<file path="config.mk">
export PLATFORM = sky130hd
export DESIGN_NAME = cfg_reg_bank_loader_flat
export DESIGN_NICKNAME = d
export VERILOG_FILES = /design/src/rtl/cfg_reg_bank_loader_if.sv /design/src/rtl/cfg_reg_bank_loader.sv /design/src/flat_wrapper.sv
export SDC_FILE = /design/constraint.sdc
export NUM_CORES = 1
export LEC_CHECK = 0
export ABC_CLOCK_PERIOD_IN_PS = 5800
export CAP_MARGIN = 20
export CORE_MARGIN = 10
export CORE_UTILIZATION = 55
export CTS_BUF_LIST = sky130_fd_sc_hd__clkbuf_2 sky130_fd_sc_hd__clkbuf_4 sky130_fd_sc_hd__clkbuf_8
export DETAILED_ROUTE_END_ITERATION = 10
export PLACE_DENSITY = 0.87
export SLEW_MARGIN = 20
export SYNTH_ARGS = -nofsm -noshare
export SYNTH_HDL_FRONTEND = slang
export SYNTH_SLANG_ARGS = --single-unit
export TNS_END_PERCENT = 1
</file>
<file path="constraint.sdc">
create_clock -name clk -period 5.8 [get_ports clk]
set_input_delay 0.87 -clock clk [delete_from_list [all_inputs] [get_ports clk]]
set_output_delay 0.87 -clock clk [all_outputs]
set_load 0.01 [all_outputs]
</file>
<file path="src/rtl/cfg_reg_bank_loader_if.sv">
// ---------------------------------------------------------------------------
// cfg_reg_bank_loader_if
//
// Host register-write handshake into the configuration register loader.
// A write is transferred on the rising edge where i_wr_valid and o_wr_ready
// are both high (and the loader is clock-enabled). The host must hold
// i_wr_valid and the payload until that edge.
//
// Signals:
//   i_wr_valid  host -> loader  write request
//   o_wr_ready  loader -> host  loader can accept a write
//   i_wr_ch     host -> loader  target channel
//   i_wr_reg    host -> loader  target register within the channel
//   i_wr_data   host -> loader  write data
//
// Modports: master = host side, slave = loader side.
// ---------------------------------------------------------------------------
interface cfg_reg_bank_loader_if #(
    parameter int CH_WIDTH   = 1,
    parameter int REG_WIDTH  = 6,
    parameter int DATA_WIDTH = 25
);
    logic                  i_wr_valid;
    logic                  o_wr_ready;
    logic [CH_WIDTH-1:0]   i_wr_ch;
    logic [REG_WIDTH-1:0]  i_wr_reg;
    logic [DATA_WIDTH-1:0] i_wr_data;

    modport master (
        output i_wr_valid,
        output i_wr_ch,
        output i_wr_reg,
        output i_wr_data,
        input  o_wr_ready
    );

    modport slave (
        input  i_wr_valid,
        input  i_wr_ch,
        input  i_wr_reg,
        input  i_wr_data,
        output o_wr_ready
    );
endinterface

</file>
<file path="src/rtl/cfg_reg_bank_loader.sv">
// ---------------------------------------------------------------------------
// cfg_reg_bank_loader
//
// Drives the write port (port B) of the multi-camera configuration register
// BRAM. After reset it fills every channel's register slice with defaults
// derived from the camera geometry, then arbitrates host register writes and
// per-channel default reloads onto the write port. Port A belongs to the
// register readers and is not touched here.
//
// Defaults (same for every channel, zero-extended):
//   reg 0 = 2^CAM_PIXEL-1, reg 1 = 2^CAM_LINE-1, all others 0.
// BRAM address = ch*REGS_PER_CH + reg.
//
// Ports:
//   clk           system clock, rising edge
//   i_reset_n     asynchronous active-low reset
//   i_enable      clock enable; nothing advances on edges with i_enable=0
//                 (the BRAM port B enable must be tied to this same signal)
//   i_reload      restore defaults of channel i_reload_ch (honoured in IDLE)
//   i_reload_ch   channel to reload
//   wr_if         host write handshake (slave modport)
//   o_addr        port-B address
//   o_data        port-B write data
//   o_we          port-B write enable
//   o_configured  initial fill complete
//   o_err         sticky: illegal host write or illegal reload channel seen
//
// Build option:
//   CFG_REG_WRLOCK_EN  when defined, host writes to registers 0 and 1 are
//                      rejected as illegal; reloads still restore them.
// ---------------------------------------------------------------------------
module cfg_reg_bank_loader #(
    parameter int CHANNELS    = 2,
    parameter int REGS_PER_CH = 44,
    parameter int ADDR_WIDTH  = 7,
    parameter int DATA_WIDTH  = 25,
    parameter int CAM_LINE    = 9,
    parameter int CAM_PIXEL   = 10,
    parameter int CH_WIDTH    = 1,
    parameter int REG_WIDTH   = 6
) (
    input  logic                  clk,
    input  logic                  i_reset_n,
    input  logic                  i_enable,
    input  logic                  i_reload,
    input  logic [CH_WIDTH-1:0]   i_reload_ch,
    cfg_reg_bank_loader_if.slave  wr_if,
    output logic [ADDR_WIDTH-1:0] o_addr,
    output logic [DATA_WIDTH-1:0] o_data,
    output logic                  o_we,
    output logic                  o_configured,
    output logic                  o_err
);
    // Counter widths carry one spare bit so the terminal value
    // (total words, or words per channel) is representable.
    localparam int CW       = ADDR_WIDTH + 1;
    localparam int RW       = REG_WIDTH + 1;
    localparam int CHW1     = CH_WIDTH + 1;
    localparam int CH_SLOTS = 1 << CH_WIDTH;

    localparam logic [CW-1:0]   TOTAL_C     = CW'(CHANNELS * REGS_PER_CH);
    localparam logic [RW-1:0]   REGS_C      = RW'(REGS_PER_CH);
    localparam logic [RW-1:0]   REGS_LAST_C = RW'(REGS_PER_CH - 1);
    localparam logic [CHW1-1:0] CHANS_C     = CHW1'(CHANNELS);
    localparam logic [DATA_WIDTH-1:0] DEF_PIXEL = DATA_WIDTH'((2 ** CAM_PIXEL) - 1);
    localparam logic [DATA_WIDTH-1:0] DEF_LINE  = DATA_WIDTH'((2 ** CAM_LINE) - 1);

    typedef enum logic [1:0] {
        ST_INIT_ALL,
        ST_IDLE,
        ST_WRITE,
        ST_INIT_CH
    } state_t;

    function automatic logic [DATA_WIDTH-1:0] def_word(input logic [RW-1:0] r);
        if (r == RW'(0)) begin
            return DEF_PIXEL;
        end else if (r == RW'(1)) begin
            return DEF_LINE;
        end else begin
            return '0;
        end
    endfunction

    // Base address of every channel slice; slots past CHANNELS are only
    // reachable through illegal indices, which are rejected before use.
    logic [ADDR_WIDTH-1:0] ch_base [CH_SLOTS];

    for (genvar gi = 0; gi < CH_SLOTS; gi++) begin : g_ch_base
        assign ch_base[gi] = ADDR_WIDTH'(gi * REGS_PER_CH);
    end

    state_t                state_q, state_d;
    logic [CW-1:0]         fill_cnt_q, fill_cnt_d;
    logic [RW-1:0]         reg_cnt_q, reg_cnt_d;
    logic [ADDR_WIDTH-1:0] base_q, base_d;
    logic [ADDR_WIDTH-1:0] addr_q, addr_d;
    logic [DATA_WIDTH-1:0] data_q, data_d;
    logic                  we_q, we_d;
    logic                  ready_q, ready_d;
    logic                  configured_q, configured_d;
    logic                  err_q, err_d;

    logic                  reload_ch_ok;
    logic                  host_ch_ok;
    logic                  host_reg_ok;
    logic                  host_ok;
    logic [ADDR_WIDTH-1:0] host_addr;
    logic [ADDR_WIDTH-1:0] reload_addr;

    assign reload_ch_ok = {1'b0, i_reload_ch} < CHANS_C;
    assign host_ch_ok   = {1'b0, wr_if.i_wr_ch} < CHANS_C;
    assign host_reg_ok  = {1'b0, wr_if.i_wr_reg} < REGS_C;

`ifdef CFG_REG_WRLOCK_EN
    // Geometry registers 0 and 1 are owned by the loader in this build.
    assign host_ok = host_ch_ok && host_reg_ok && ({1'b0, wr_if.i_wr_reg} >= RW'(2));
`else
    assign host_ok = host_ch_ok && host_reg_ok;
`endif

    assign host_addr   = ch_base[wr_if.i_wr_ch] + ADDR_WIDTH'(wr_if.i_wr_reg);
    assign reload_addr = base_q + ADDR_WIDTH'(reg_cnt_q);

    always_comb begin
        state_d      = state_q;
        fill_cnt_d   = fill_cnt_q;
        reg_cnt_d    = reg_cnt_q;
        base_d       = base_q;
        addr_d       = addr_q;
        data_d       = data_q;
        we_d         = 1'b0;
        ready_d      = 1'b0;
        configured_d = configured_q;
        err_d        = err_q;

        case (state_q)
            ST_INIT_ALL: begin
                if (fill_cnt_q == TOTAL_C) begin
                    state_d      = ST_IDLE;
                    ready_d      = 1'b1;
                    configured_d = 1'b1;
                    reg_cnt_d    = '0;
                end else begin
                    we_d       = 1'b1;
                    addr_d     = fill_cnt_q[ADDR_WIDTH-1:0];
                    data_d     = def_word(reg_cnt_q);
                    fill_cnt_d = fill_cnt_q + CW'(1);
                    // reg_cnt_q tracks the register index inside the
                    // current channel so defaults need no division.
                    reg_cnt_d  = (reg_cnt_q == REGS_LAST_C) ? '0 : reg_cnt_q + RW'(1);
                end
            end

            ST_IDLE: begin
                ready_d = 1'b1;
                if (i_reload && !reload_ch_ok) begin
                    err_d = 1'b1;
                end
                if (i_reload && reload_ch_ok) begin
                    // First word of the slice goes out on the accepting edge.
                    state_d   = ST_INIT_CH;
                    ready_d   = 1'b0;
                    we_d      = 1'b1;
                    base_d    = ch_base[i_reload_ch];
                    addr_d    = ch_base[i_reload_ch];
                    data_d    = def_word('0);
                    reg_cnt_d = RW'(1);
                end else if (wr_if.i_wr_valid) begin
                    if (host_ok) begin
                        state_d = ST_WRITE;
                        ready_d = 1'b0;
                        we_d    = 1'b1;
                        addr_d  = host_addr;
                        data_d  = wr_if.i_wr_data;
                    end else begin
                        // Handshake still completes; the word is dropped.
                        err_d = 1'b1;
                    end
                end
            end

            ST_WRITE: begin
                state_d = ST_IDLE;
                ready_d = 1'b1;
            end

            ST_INIT_CH: begin
                if (reg_cnt_q == REGS_C) begin
                    state_d   = ST_IDLE;
                    ready_d   = 1'b1;
                    reg_cnt_d = '0;
                end else begin
                    we_d      = 1'b1;
                    addr_d    = reload_addr;
                    data_d    = def_word(reg_cnt_q);
                    reg_cnt_d = reg_cnt_q + RW'(1);
                end
            end

            default: begin
                state_d = ST_INIT_ALL;
            end
        endcase
    end

    always_ff @(posedge clk or negedge i_reset_n) begin
        if (!i_reset_n) begin
            state_q      <= ST_INIT_ALL;
            fill_cnt_q   <= '0;
            reg_cnt_q    <= '0;
            base_q       <= '0;
            addr_q       <= '0;
            data_q       <= '0;
            we_q         <= 1'b0;
            ready_q      <= 1'b0;
            configured_q <= 1'b0;
            err_q        <= 1'b0;
        end else if (i_enable) begin
            state_q      <= state_d;
            fill_cnt_q   <= fill_cnt_d;
            reg_cnt_q    <= reg_cnt_d;
            base_q       <= base_d;
            addr_q       <= addr_d;
            data_q       <= data_d;
            we_q         <= we_d;
            ready_q      <= ready_d;
            configured_q <= configured_d;
            err_q        <= err_d;
        end
    end

    assign o_addr           = addr_q;
    assign o_data           = data_q;
    assign o_we             = we_q;
    assign o_configured     = configured_q;
    assign o_err            = err_q;
    assign wr_if.o_wr_ready = ready_q;
endmodule

</file>
<file path="src/flat_wrapper.sv">
// flat-port wrapper written by rule: the top's interface ports become plain ports
module cfg_reg_bank_loader_flat 
#(
    parameter int CHANNELS    = 2,
    parameter int REGS_PER_CH = 44,
    parameter int ADDR_WIDTH  = 7,
    parameter int DATA_WIDTH  = 25,
    parameter int CAM_LINE    = 9,
    parameter int CAM_PIXEL   = 10,
    parameter int CH_WIDTH    = 1,
    parameter int REG_WIDTH   = 6
)
  (clk, i_reset_n, i_enable, i_reload, i_reload_ch, o_addr, o_data, o_we, o_configured, o_err, wr_if_i_wr_valid, wr_if_i_wr_ch, wr_if_i_wr_reg, wr_if_i_wr_data, wr_if_o_wr_ready);
  cfg_reg_bank_loader_if #(.CH_WIDTH(CH_WIDTH), .REG_WIDTH(REG_WIDTH), .DATA_WIDTH(DATA_WIDTH)) wr_if_i ();
  input  logic clk;
  input  logic i_reset_n;
  input  logic i_enable;
  input  logic i_reload;
  input  logic [CH_WIDTH-1:0] i_reload_ch;
  output logic [ADDR_WIDTH-1:0] o_addr;
  output logic [DATA_WIDTH-1:0] o_data;
  output logic o_we;
  output logic o_configured;
  output logic o_err;
  input wire logic [$bits(wr_if_i.i_wr_valid)-1:0] wr_if_i_wr_valid;
  input wire logic [$bits(wr_if_i.i_wr_ch)-1:0] wr_if_i_wr_ch;
  input wire logic [$bits(wr_if_i.i_wr_reg)-1:0] wr_if_i_wr_reg;
  input wire logic [$bits(wr_if_i.i_wr_data)-1:0] wr_if_i_wr_data;
  output wire logic [$bits(wr_if_i.o_wr_ready)-1:0] wr_if_o_wr_ready;
  assign wr_if_i.i_wr_valid = wr_if_i_wr_valid;
  assign wr_if_i.i_wr_ch = wr_if_i_wr_ch;
  assign wr_if_i.i_wr_reg = wr_if_i_wr_reg;
  assign wr_if_i.i_wr_data = wr_if_i_wr_data;
  assign wr_if_o_wr_ready = wr_if_i.o_wr_ready;
  cfg_reg_bank_loader #(.CHANNELS(CHANNELS), .REGS_PER_CH(REGS_PER_CH), .ADDR_WIDTH(ADDR_WIDTH), .DATA_WIDTH(DATA_WIDTH), .CAM_LINE(CAM_LINE), .CAM_PIXEL(CAM_PIXEL), .CH_WIDTH(CH_WIDTH), .REG_WIDTH(REG_WIDTH)) u_core (.clk(clk), .i_reset_n(i_reset_n), .i_enable(i_enable), .i_reload(i_reload), .i_reload_ch(i_reload_ch), .wr_if(wr_if_i), .o_addr(o_addr), .o_data(o_data), .o_we(o_we), .o_configured(o_configured), .o_err(o_err));
endmodule
</file>
Yosys cells after proc, flatten, opt, wreduce, memory -nomap -nowiden
Cells that the tools add are included.
- memories: 0
- latch bits: 0
- flip-flop bits (word level): 60
- input port bits: 38
- memory bits (read-only): 0
- bits in writable memories: 0
- word-level logic and storage cells: 89
- output and inout port bits: 36
- multiplexer cells: 43
- equal/unequal tests: 14
- divide/modulo/power cells: 0
- shift operators: 0
- $add $sub $neg: 4
- reduce and logical (&&, ||, !) cells: 10
- bitwise logic cells: 5
- $mul: 0
- magnitude comparators: 3
- operators with widths (cell ; number):
    $mux W25 ; 6
    $mux W7 ; 13
    $pmux W25 S3 ; 1
    $pmux W7 S3 ; 2
    $eq A7 B6 Y1 const B ; 2
    $mux W6 ; 2
    $reduce_and A3 Y1 ; 4
    $mux W1 ; 10
    $mux W2 ; 5
    $reduce_and A5 Y1 ; 2
    $mux W9 ; 1
    $add A8 B1 Y8 const B ; 1
    $eq A8 B7 Y1 const B ; 1
    $pmux W2 S4 ; 1
    $add A7 B1 Y7 const B ; 1
    $add A7 B6 Y7 ; 1
    $add A7 B7 Y7 ; 1
    $eq A7 B1 Y1 const B ; 1
    $logic_not A7 Y1 ; 1
    $lt A6 B6 Y1 const B ; 1
    $ne A2 B2 Y1 const B ; 3
    $reduce_and A6 Y1 ; 1
    $eq A2 B2 Y1 const B ; 2
    $ge A2 B2 Y1 const B ; 2
    10 further kinds ; 14

Longest topological paths before layout
Gate-level depths: netlist of run 1.
- depth after elaboration: 9
- depth in mapped cells: 9
- depth with buffers taken out: 8

Worst setup path after synthesis of run 1
OpenSTA, ideal clock, no wires.
- kind: input port to flip-flop
- start: in wr_if_i_wr_reg[2]
- end: reg u_core.addr_q[4] (netlist: u_core.o_addr[4])
- buffers on the path: 2
- stages on the path: 6
- path slack: 3622 ps
- data arrival time: 2086 ps
- data required time: 5708 ps
- library setup time: 92 ps
- path through: a21o_1 -> a211o_1 -> a221o_1 -> buf_4 -> buf_6 -> o31ai_2
- cells in the longest elaborated chain, start to end: 5
- elaborated cells between the ends (all ways): 8
- those cells by class: add/sub: 1; order compare: 1; eq/ne: 1; mux: 4; reduce/logical: 1
- RTL lines (element ; line ; source):
    start, declared ; flat_wrapper.sv:27 ; input wire logic [$bits(wr_if_i.i_wr_reg)-1:0] wr_if_i_wr_reg;
    $add A7 B6 Y7 ; cfg_reg_bank_loader.sv:122 ; assign host_addr = ch_base[wr_if.i_wr_ch] + ADDR_WIDTH'(wr_if.i_wr_reg);
    $mux W7 ; cfg_reg_bank_loader.sv:170 ; if (host_ok) begin
    $mux W7 ; cfg_reg_bank_loader.sv:169 ; end else if (wr_if.i_wr_valid) begin
    $mux W7 ; cfg_reg_bank_loader.sv:160 ; if (i_reload && reload_ch_ok) begin
    $pmux W7 S3 ; cfg_reg_bank_loader.sv:137 ; case (state_q)
    end signal, assigned ; cfg_reg_bank_loader.sv:224 ; addr_q <= addr_d;
    end, declared ; cfg_reg_bank_loader.sv:97 ; logic [ADDR_WIDTH-1:0] addr_q, addr_d;
Parallel ways exist; a longest one is shown, timed or not. The select of a mux whose other input is x is not followed.
A chain may end at the register's enable or synchronous reset.

Final worst setup path of run 1
- start: in i_reload
- end: reg u_core.addr_q[5] (netlist: u_core.o_addr[5])
- cells in the longest elaborated chain, start to end: 2
- elaborated cells between the ends (all ways): 5
- those cells by class: eq/ne: 2; mux: 2; reduce/logical: 1
- RTL lines (element ; line ; source):
    start, declared ; flat_wrapper.sv:18 ; input logic i_reload;
    $ne A3 B2 Y1 (no source line), or another cell as far along ; -- ;
    $reduce_and A6 Y1 (no source line) / $pmux W7 S3 (equally long branches) ; -- ;
Parallel ways exist; a longest one is shown, timed or not.

==> metrics.cfg, run 1 <==
[run]
max_cap_viol_count = 0

[clock_network]
cts.clk_slew.worst_paths_ns = 0.10
cts_tree = yes
h-tree-depth = 2
clock-sinks = 54
cts.repair.resized = 0
clkLatencyLatePin_ns = 0.30
postCtsSetupRepairBufs = 0
hold_buffers = 0
clk_root_buffer_cell = clkbuf_8
numCtsBuffers = 5
clockBufferDepth = 2

[yosys]
ys_types = 49
synthArstFlopShare = 1.00
ys_warn_count = 0
synth_edf_count = 0
synth_area_um2 = 2910
synth_flop_cell = dfrtp_1
synth-seq-cells = 54
seq_area_frac_synth = 0.464
syn_area_per_cell_um2 = 9.67
syn-num-nets = 352
syn_inst = 301

[sta]
relSlewSlack = 0.538
report.final.slew_viol_count = 0
finalSetupViolCount = 0
worstMarginPinSlew_ns = 0.692
fin_skew_ns = 0.00653
worst_slack_ns = 3.04
finalSetupTns_ns = 0
fmax_ghz = 0.362
hold_viol = 0
rsz0062_at_grt = no
fin_hold_ws_ns = 0.472
fin_crit_ns = 2.76
min_period_over_period = 0.476

[routing]
vias_per_cell = 5.50
dr.pass1.iters = 4
routed_wl_um = 7290
drt-initial-drc-count = 180
ant_nets = 0
routedWlPerCell_um = 16.7
num_vias = 2397
drc = 0

[die]
row_count = 26
dieArea_um2 = 8600
io_pins = 74
die_h_um = 92.8
coreArea_um2 = 5110
start_util = 0.570
die_x_um = 92.8

[critical_path]
required_ns = 6.03
path_class = primary input to flop
arrival_ns = 3.00
cp_max_fo = 64
critPathCaptureType = flop
crit_path_start_kind = primary input

[finish]
antennaDiodeCount = 0
multi_input_area_um2 = 1400
fill_cells = 379
instances_no_fill = 436
drive_above_1_share = 0.0738
design_area_um2 = 3740
fin_util = 0.732
nets = 416
areaGrowthSynthToFinish_pct = 28.4
seq_area_um2 = 1350

[pwr]
leakage_nw = 1.66
power_mw = 1.28
power.density_nw_per_um2 = 341
ir_worst_vdd_uv = 238

[grt]
grt_max_degree = 65
antenna_found_initial = 0
track_usage = 0.172
grt-ovfl-total = 0
grt_pass1_wl_um = 12200
first_global_vias = 2412

[placed_design]
gp_congestion = 0.888
portBuffers = 73
dpl.cell_count = 428
dp_slack_ns = 2.39
place_area_um2 = 3630
dp_hpwl_um = 5590

[run_status]
outcome = finished, final reports clean

[min_path]
min_path_type = flop to flop

==> sequential cells by signal, summed over array words and instances, names as in the netlist <==
| register | flops |
|---|---|
| u_core.state_q | 2 |
| u_core.o_data | 25 |
| u_core.o_configured | 1 |
| u_core.o_err | 1 |
| u_core.wr_if.o_wr_ready | 1 |
| u_core.o_addr | 7 |
| u_core.fill_cnt_q | 8 |
| u_core.o_we | 1 |
| u_core.base_q | 1 |
| u_core.reg_cnt_q | 7 |
==> path summary, 6_finish.rpt <==
check | from | to | slack [ns] | cells after the start
worst min-delay path | u_core.o_configured | u_core.o_configured | 0.47 | 1
worst max-delay path | i_reload | u_core.o_addr[5] | 3.04 | 6
worst max register to register | u_core.fill_cnt_q[0] | u_core.o_we | 3.23 | 7
worst min register to register | u_core.o_configured | u_core.o_configured | 0.47 | 1
max in group asynchronous | i_reset_n | u_core.base_q[3] | 4.67 | 2
min in group asynchronous | i_reset_n | u_core.o_data[13] | 0.68 | 2
==> worst max-delay path, cell delays in order <==
cell and delay, ns:
clkdlybuf4s50_1 0.71, nor4bb_1 0.11, a211o_1 0.35, a221o_4 0.59, nor2b_1 0.23, a31oi_1 0.13
==> metal layers <==
metal,vias up,wire length [um],GRT usage
li1,1162,-,-
met1,1114,3130,0.216
met2,111,3470,0.285
met3,10,580,0.0436
met4,0,110,0.0540
met5,-,0,0
==> layout by cell type (no fill, tap or decap), drive strengths merged, types with 4 or more instances in the layout <==
master	netlist	final
a21o	4	4
xor2	5	5
o21ai	26	26
nand4	7	7
inv	19	20
nand2	54	54
mux2i	5	5
clkdlybuf4s50	0	72
xnor2	12	12
o31ai	12	12
dfrtp	54	54
clkbuf	4	6
nand3	4	4
nor2	26	26
ha	11	11
==> power breakdown <==
group / internal (mW) / total, mW / switching, mW
Combinational: 0.271 / 0.524 / 0.253
Clock: 0.0985 / 0.224 / 0.125
Sequential: 0.452 / 0.529 / 0.0763
==> synthesized netlist by cell type, types with 2 or more instances <==
cell type  number  share of area
dfrtp_1        54           0.46
nand2_1        54          0.070
nor2_1         25          0.032
o21ai_0        23          0.040
inv_1          19          0.024
xnor2_1        12          0.036
ha_1           11          0.047
o31ai_2        10          0.043
buf_2           8          0.014
nand4_1         7          0.015
mux2i_1         5          0.017
xor2_1          5          0.015
a21o_1          4          0.010
nand3_1         4         0.0069
a211o_1         3         0.0090
a221o_1         3          0.010
a221oi_1        3         0.0090
a31oi_1         3         0.0064
and3_1          3         0.0064
buf_6           3          0.012
clkbuf_1        3         0.0039
nand2b_1        3         0.0064
nor3_1          3         0.0052
o21ai_1         3         0.0052
a21oi_1         2         0.0034
buf_4           2         0.0052
fa_1            2          0.014
nor2b_1         2         0.0043
o31ai_1         2         0.0052
==> kinds of logic after synthesis <==
family                     count (synthesis)  share of synthesized area
muxes                                      6                     0.0211
AOI/OAI and AO/OA                         64                      0.165
buffers and inverters                     36                     0.0606
adders and majority gates                 13                     0.0610
and+or+nand+nor                          111                      0.177
DFF                                       54                      0.464
xor gates and xnor gates                  17                     0.0511
==> final cells by class <==
type,instances,area share
inverters,19,0.0191
clock buffers,6,0.0221
repair buffers,74,0.196
flip-flops and latches,54,0.361
multi-input cells,211,0.374
well taps,70,0.0234
clock inverters,2,0.00435
Power figures use the tool's default switching activity.
==> inputs of run 2 (changes only) <==
--- a/config.mk
+++ b/config.mk
@@ -5,13 +5,13 @@
 export SDC_FILE = /design/constraint.sdc
 export NUM_CORES = 1
 export LEC_CHECK = 0
-export ABC_CLOCK_PERIOD_IN_PS = 5800
+export ABC_CLOCK_PERIOD_IN_PS = 2850
 export CAP_MARGIN = 20
 export CORE_MARGIN = 10
-export CORE_UTILIZATION = 55
+export CORE_UTILIZATION = 51
 export CTS_BUF_LIST = sky130_fd_sc_hd__clkbuf_2 sky130_fd_sc_hd__clkbuf_4 sky130_fd_sc_hd__clkbuf_8
 export DETAILED_ROUTE_END_ITERATION = 10
-export PLACE_DENSITY = 0.87
+export PLACE_DENSITY = 0.82
 export SLEW_MARGIN = 20
 export SYNTH_ARGS = -nofsm -noshare
 export SYNTH_HDL_FRONTEND = slang
==> constraint.sdc (replaced) <==
create_clock -name clk -period 2.85 [get_ports clk]
set_input_delay 0.4275 -clock clk [delete_from_list [all_inputs] [get_ports clk]]
set_output_delay 0.4275 -clock clk [all_outputs]
set_load 0.01 [all_outputs]
==> run 2 against run 1 <==
Final cell count up 1.8%. Critical path depth is 2 higher. Sequential cell count unchanged. Sequential share of layout area shrank 0.34 points. Core utilization down 4.7 points. Combinational power grew 100%. Global-route usage shrank 1.5 points. Sequential power grew 110%. Register-to-register slack worse by 2.7 ns. Setup slack lost 2.5 ns. Critical endpoint is now u_core.o_we.
==> metrics.cfg, run 2 (synthesis gave the netlist of run 1 again) <==
[clock_network]
cts.clk_slew.worst_paths_ns = 0.10
hold_buffers = 0
postCtsSetupRepairBufs = 0
h-tree-depth = 2
cts.repair.resized = 0
cts_tree = yes
clkLatencyLatePin_ns = 0.31
numCtsBuffers = 5
clk_root_buffer_cell = clkbuf_8
clock-sinks = 54
clockBufferDepth = 2

[critical_path]
arrival_ns = 2.51
reg2reg_from = u_core.fill_cnt_q[0]
crit_path_start_kind = flop
r2r_slack_ns = 0.55
required_ns = 3.06
rr_endpoint = u_core.o_we
critPathCaptureType = flop
path_class = flop to flop
cp_max_fo = 64
r2r_cells = 8

[finish]
fin_util = 0.686
final_cell_mix = clkdlybuf4s50_1 (72), nand2_1 (54), dfrtp_1 (54)
seq_area_um2 = 1350
antennaDiodeCount = 0
nets = 422
fill_cells = 433
drive_above_1_share = 0.0860
largest_reg_flops = 25
mostFrequentLayoutCell = clkdlybuf4s50_1
instances_no_fill = 444
multi_input_area_um2 = 1390
areaGrowthSynthToFinish_pct = 29.7

[sta]
min_period_over_period = 0.807
report.final.slew_viol_count = 0
finalSetupViolCount = 0
hold_viol = 0
fmax_ghz = 0.435
worstMarginPinSlew_ns = 0.603
relSlewSlack = 0.598
fin_crit_ns = 2.30
finalSetupTns_ns = 0
fin_skew_ns = 0.00381
rsz0062_at_grt = no

[placed_design]
gp_congestion = 0.932
dp_hpwl_um = 5590
dpl.cell_count = 436
portBuffers = 73

[routing]
routed_wl_um = 7330
num_vias = 2421
dr.pass1.iters = 4
drt-initial-drc-count = 204
ant_nets = 0
routedWlPerCell_um = 16.5
drc = 0
vias_per_cell = 5.45

[grt]
antenna_found_initial = 0
grt_pass1_wl_um = 11500
grt_max_degree = 65
first_global_vias = 2298
grt-ovfl-total = 0
track_usage = 0.157

[die]
die_x_um = 95.6
start_util = 0.529
io_pins = 74
dieArea_um2 = 9130
coreArea_um2 = 5510
row_count = 27
die_h_um = 95.6

[run_status]
outcome = finished, final reports clean

[pwr]
leakage_nw = 1.69
power.density_nw_per_um2 = 694
p_seq_frac = 0.416
p_comb_frac = 0.407
p_switching_uw = 946
clkPwrFrac = 0.178
ir_worst_vdd_uv = 348
swShare = 0.361
p_int_mw = 1.67

[min_path]
min_path_type = primary input to asynchronous set/reset pin

[run]
max_cap_viol_count = 0

[run 2: metrics by stage]
step	power, mW	area (um2)	hold slack (ns)	worst slack (ns)
after detailed placement	2.16	3680	0.377	0.348
after CTS	2.63	3770	0.0330	0.516
after global placement	2.13	3680	0.368	0.387
after floorplan	1.74	2910	0.132	1.00
after global routing	2.77	3770	0.0386	0.360
final	2.62	3770	0.0227	0.549
[run 2: critical path: stages, from the launching register on]
cell and delay (ns):
dfrtp_1 0.48, inv_1 0.09, ha_1 0.15, nand4b_1 0.12, nor4b_2 0.33, a221o_2 0.20, buf_4 0.48, inv_1 0.16
a21o_1 0.18
[run 2: layout make-up]
cell class | count | area share
Multi-Input combinational cell | 211 | 0.367
Sequential cell | 54 | 0.358
Timing Repair Buffer | 80 | 0.206
Tap cell | 72 | 0.0239
Clock buffer | 6 | 0.0219
Inverter | 19 | 0.0189
Clock inverter | 2 | 0.00431
[run 2: how the worst max path moves through the flow]
stage / end / slack, ns / start
after CTS: u_core.o_we / 0.52 / u_core.fill_cnt_q[0]
after detailed placement: u_core.reg_cnt_q[6] / 0.35 / i_reload
after global placement: u_core.reg_cnt_q[4] / 0.39 / i_reload
final: u_core.o_we / 0.55 / u_core.fill_cnt_q[0]
after floorplan: u_core.o_addr[4] / 1.00 / u_core.reg_cnt_q[0]
after global routing: u_core.o_we / 0.36 / u_core.fill_cnt_q[1]
[run 2: per-layer routing]
layer	share of wire	GRT usage
met5	0	0
met4	0.019	0.0577
met3	0.086	0.0401
met1	0.44	0.202
met2	0.45	0.249
[run 2: power by group through the flow]
stage / clock network [mW] / registers, mW / logic, mW
after global placement: 0 / 1.09 / 1.04
after detailed placement: 0 / 1.10 / 1.07
final: 0.465 / 1.09 / 1.06
after global routing: 0.506 / 1.11 / 1.16
after floorplan: 0 / 1.09 / 0.648
after CTS: 0.471 / 1.08 / 1.07
==> inputs of run 3 (changes only) <==
--- a/config.mk
+++ b/config.mk
@@ -5,13 +5,13 @@
 export SDC_FILE = /design/constraint.sdc
 export NUM_CORES = 1
 export LEC_CHECK = 0
-export ABC_CLOCK_PERIOD_IN_PS = 2850
+export ABC_CLOCK_PERIOD_IN_PS = 2100
 export CAP_MARGIN = 20
 export CORE_MARGIN = 10
-export CORE_UTILIZATION = 51
+export CORE_UTILIZATION = 46
 export CTS_BUF_LIST = sky130_fd_sc_hd__clkbuf_2 sky130_fd_sc_hd__clkbuf_4 sky130_fd_sc_hd__clkbuf_8
 export DETAILED_ROUTE_END_ITERATION = 10
-export PLACE_DENSITY = 0.82
+export PLACE_DENSITY = 0.78
 export SLEW_MARGIN = 20
 export SYNTH_ARGS = -nofsm -noshare
 export SYNTH_HDL_FRONTEND = slang
==> constraint.sdc (replaced) <==
create_clock -name clk -period 2.1 [get_ports clk]
set_input_delay 0.315 -clock clk [delete_from_list [all_inputs] [get_ports clk]]
set_output_delay 0.315 -clock clk [all_outputs]
set_load 0.01 [all_outputs]
==> run 3 against run 2 <==
Clock-buffer cell count is the same. Via count increased by 2.0%. Setup slack worse by 0.41 ns. Register-to-register slack lost 0.41 ns. Power grew 40%. Core utilization is 2.5 points lower. Design area rose by 5.4%. Clock skew grew 0.0047 ns. Hold slack improved by 0.46 ns. First-iteration DRC count down 4.9%. Non-clock buffer count rose by 22. Critical path type unchanged. Critical endpoint is now u_core.o_addr[6]. Highest routed layer unchanged.
==> metrics.cfg, run 3 (synthesis gave the netlist of run 1 again) <==
[pwr]
p_comb_frac = 0.443
power_mw = 3.66
swShare = 0.356
power.density_nw_per_um2 = 920
p_int_mw = 2.36
clkPwrFrac = 0.172
p_seq_frac = 0.386
p_switching_mw = 1.30
ir_worst_vdd_uv = 562
leakage_nw = 1.80

[finish]
final_cell_mix = clkdlybuf4s50_1 (72), nand2_1 (54), dfrtp_1 (54)
antennaDiodeCount = 0
fin_util = 0.660
fill_cells = 497
largest_reg_flops = 25
drive_above_1_share = 0.137
instances_no_fill = 469
mostFrequentLayoutCell = clkdlybuf4s50_1
nets = 444
areaGrowthSynthToFinish_pct = 36.6

[sta]
finalSetupViolCount = 0
fin_skew_ns = 0.00855
relSlewSlack = 0.726
min_period_over_period = 0.934
hold_viol = 0
fin_crit_ns = 1.96
rsz0062_at_grt = no
fmax_ghz = 0.510
fin_hold_ws_ns = 0.485
report.final.slew_viol_count = 0
worstMarginPinSlew_ns = 0.400
finalSetupTns_ns = 0

[grt]
antenna_found_initial = 0
track_usage = 0.156
grt_max_degree = 55
grt-ovfl-total = 0
grt_pass1_wl_um = 12900
first_global_vias = 2461

[placed_design]
portBuffers = 73
gp_congestion = 0.900
dp_hpwl_um = 5850
dpl.cell_count = 460

[routing]
drc = 0
num_vias = 2469
dr.pass1.iters = 4
drt-initial-drc-count = 194
ant_nets = 0
routedWlPerCell_um = 16.3
vias_per_cell = 5.26
routed_wl_um = 7670

[die]
io_pins = 74
die_x_um = 99.6
dieArea_um2 = 9910
start_util = 0.483
coreArea_um2 = 6030
die_h_um = 99.6
row_count = 28

[clock_network]
clockBufferDepth = 2
cts.clk_slew.worst_paths_ns = 0.10
clock-sinks = 54
numCtsBuffers = 5
h-tree-depth = 2
cts_tree = yes
clk_root_buffer_cell = clkbuf_8
clkLatencyLatePin_ns = 0.31

[critical_path]
cp_max_fo = 4
crit_path_start_kind = flop
required_ns = 2.30
path_class = flop to flop
arrival_ns = 2.16
critPathCaptureType = flop

[run]
max_cap_viol_count = 0

[run_status]
outcome = finished, final reports clean

[min_path]
min_path_type = flop to flop

[run 3: per-stage QoR]
step | instance area [um2] | setup slack (ns)
6_report | 3980 | 0.139
4_1_cts | 3970 | 0.102
5_1_grt | 3980 | 0.0206
3_3_place_gp | 3860 | -0.0585
3_5_place_dp | 3860 | -0.126
2_1_floorplan | 2910 | 0.252
[run 3: final timing paths]
check	startpoint	endpoint	slack, ns	cells past startpoint
setup / recovery	u_core.base_q[3]	u_core.o_addr[6]	0.14	8
hold / removal	u_core.o_data[10]	u_core.o_data[10]	0.49	2
setup reg to reg	u_core.base_q[3]	u_core.o_addr[6]	0.14	8
hold reg to reg	u_core.o_data[10]	u_core.o_data[10]	0.49	2
max in group asynchronous	i_reset_n	u_core.o_data[18]	1.35	3
min in group asynchronous	i_reset_n	u_core.o_data[11]	0.51	3
[run 3: final cells by class]
type / count / area [um2] / area share
multi-input combinational: 211 / 1390 / 0.350
sequential: 54 / 1350 / 0.340
timing repair buffer: 102 / 971 / 0.244
tap: 75 / 93.8 / 0.0236
clock buffer: 6 / 82.6 / 0.0208
inverter: 19 / 71.3 / 0.0179
clock inverter: 2 / 16.3 / 0.00409
[run 3: what timing repair did]
| item | 4_1_cts | 5_1_grt |
|---|---|---|
| endpoints found under the hold margin | 54 | 0 |
| hold buffers | 1 | 0 |
| resized for setup | 0 | 1 |
| setup buffers | 0 | 0 |
| setup endpoints to repair | 0 | 1 |
[run 3: routing by layer]
layer / part of all wire / up-vias / track usage / wire length, um
met3: 0.066 / 10 / 0.0450 / 506
met1: 0.46 / 1168 / 0.209 / 3560
li1: - / 1218 / - / -
met4: 0.012 / 0 / 0.0452 / 95
met2: 0.46 / 73 / 0.238 / 3510
met5: 0 / - / 0 / 0
[run 3: power by group through the flow]
stage	logic [mW]	registers [mW]	clock network, mW
finish	1.62	1.41	0.629
global placement	1.55	1.42	0
detailed placement	1.59	1.43	0
global route	1.80	1.44	0.690
CTS	1.60	1.41	0.644
floorplan	0.879	1.48	0
[run 3: worst max-delay path, cell delays in order, from the launching register on]
cell and delay (ns):
dfrtp_1 0.42, ha_1 0.19, inv_1 0.05, fa_1 0.41, inv_1 0.07, a31oi_1 0.10, xnor2_1 0.16, a221oi_2 0.32
o31ai_1 0.11
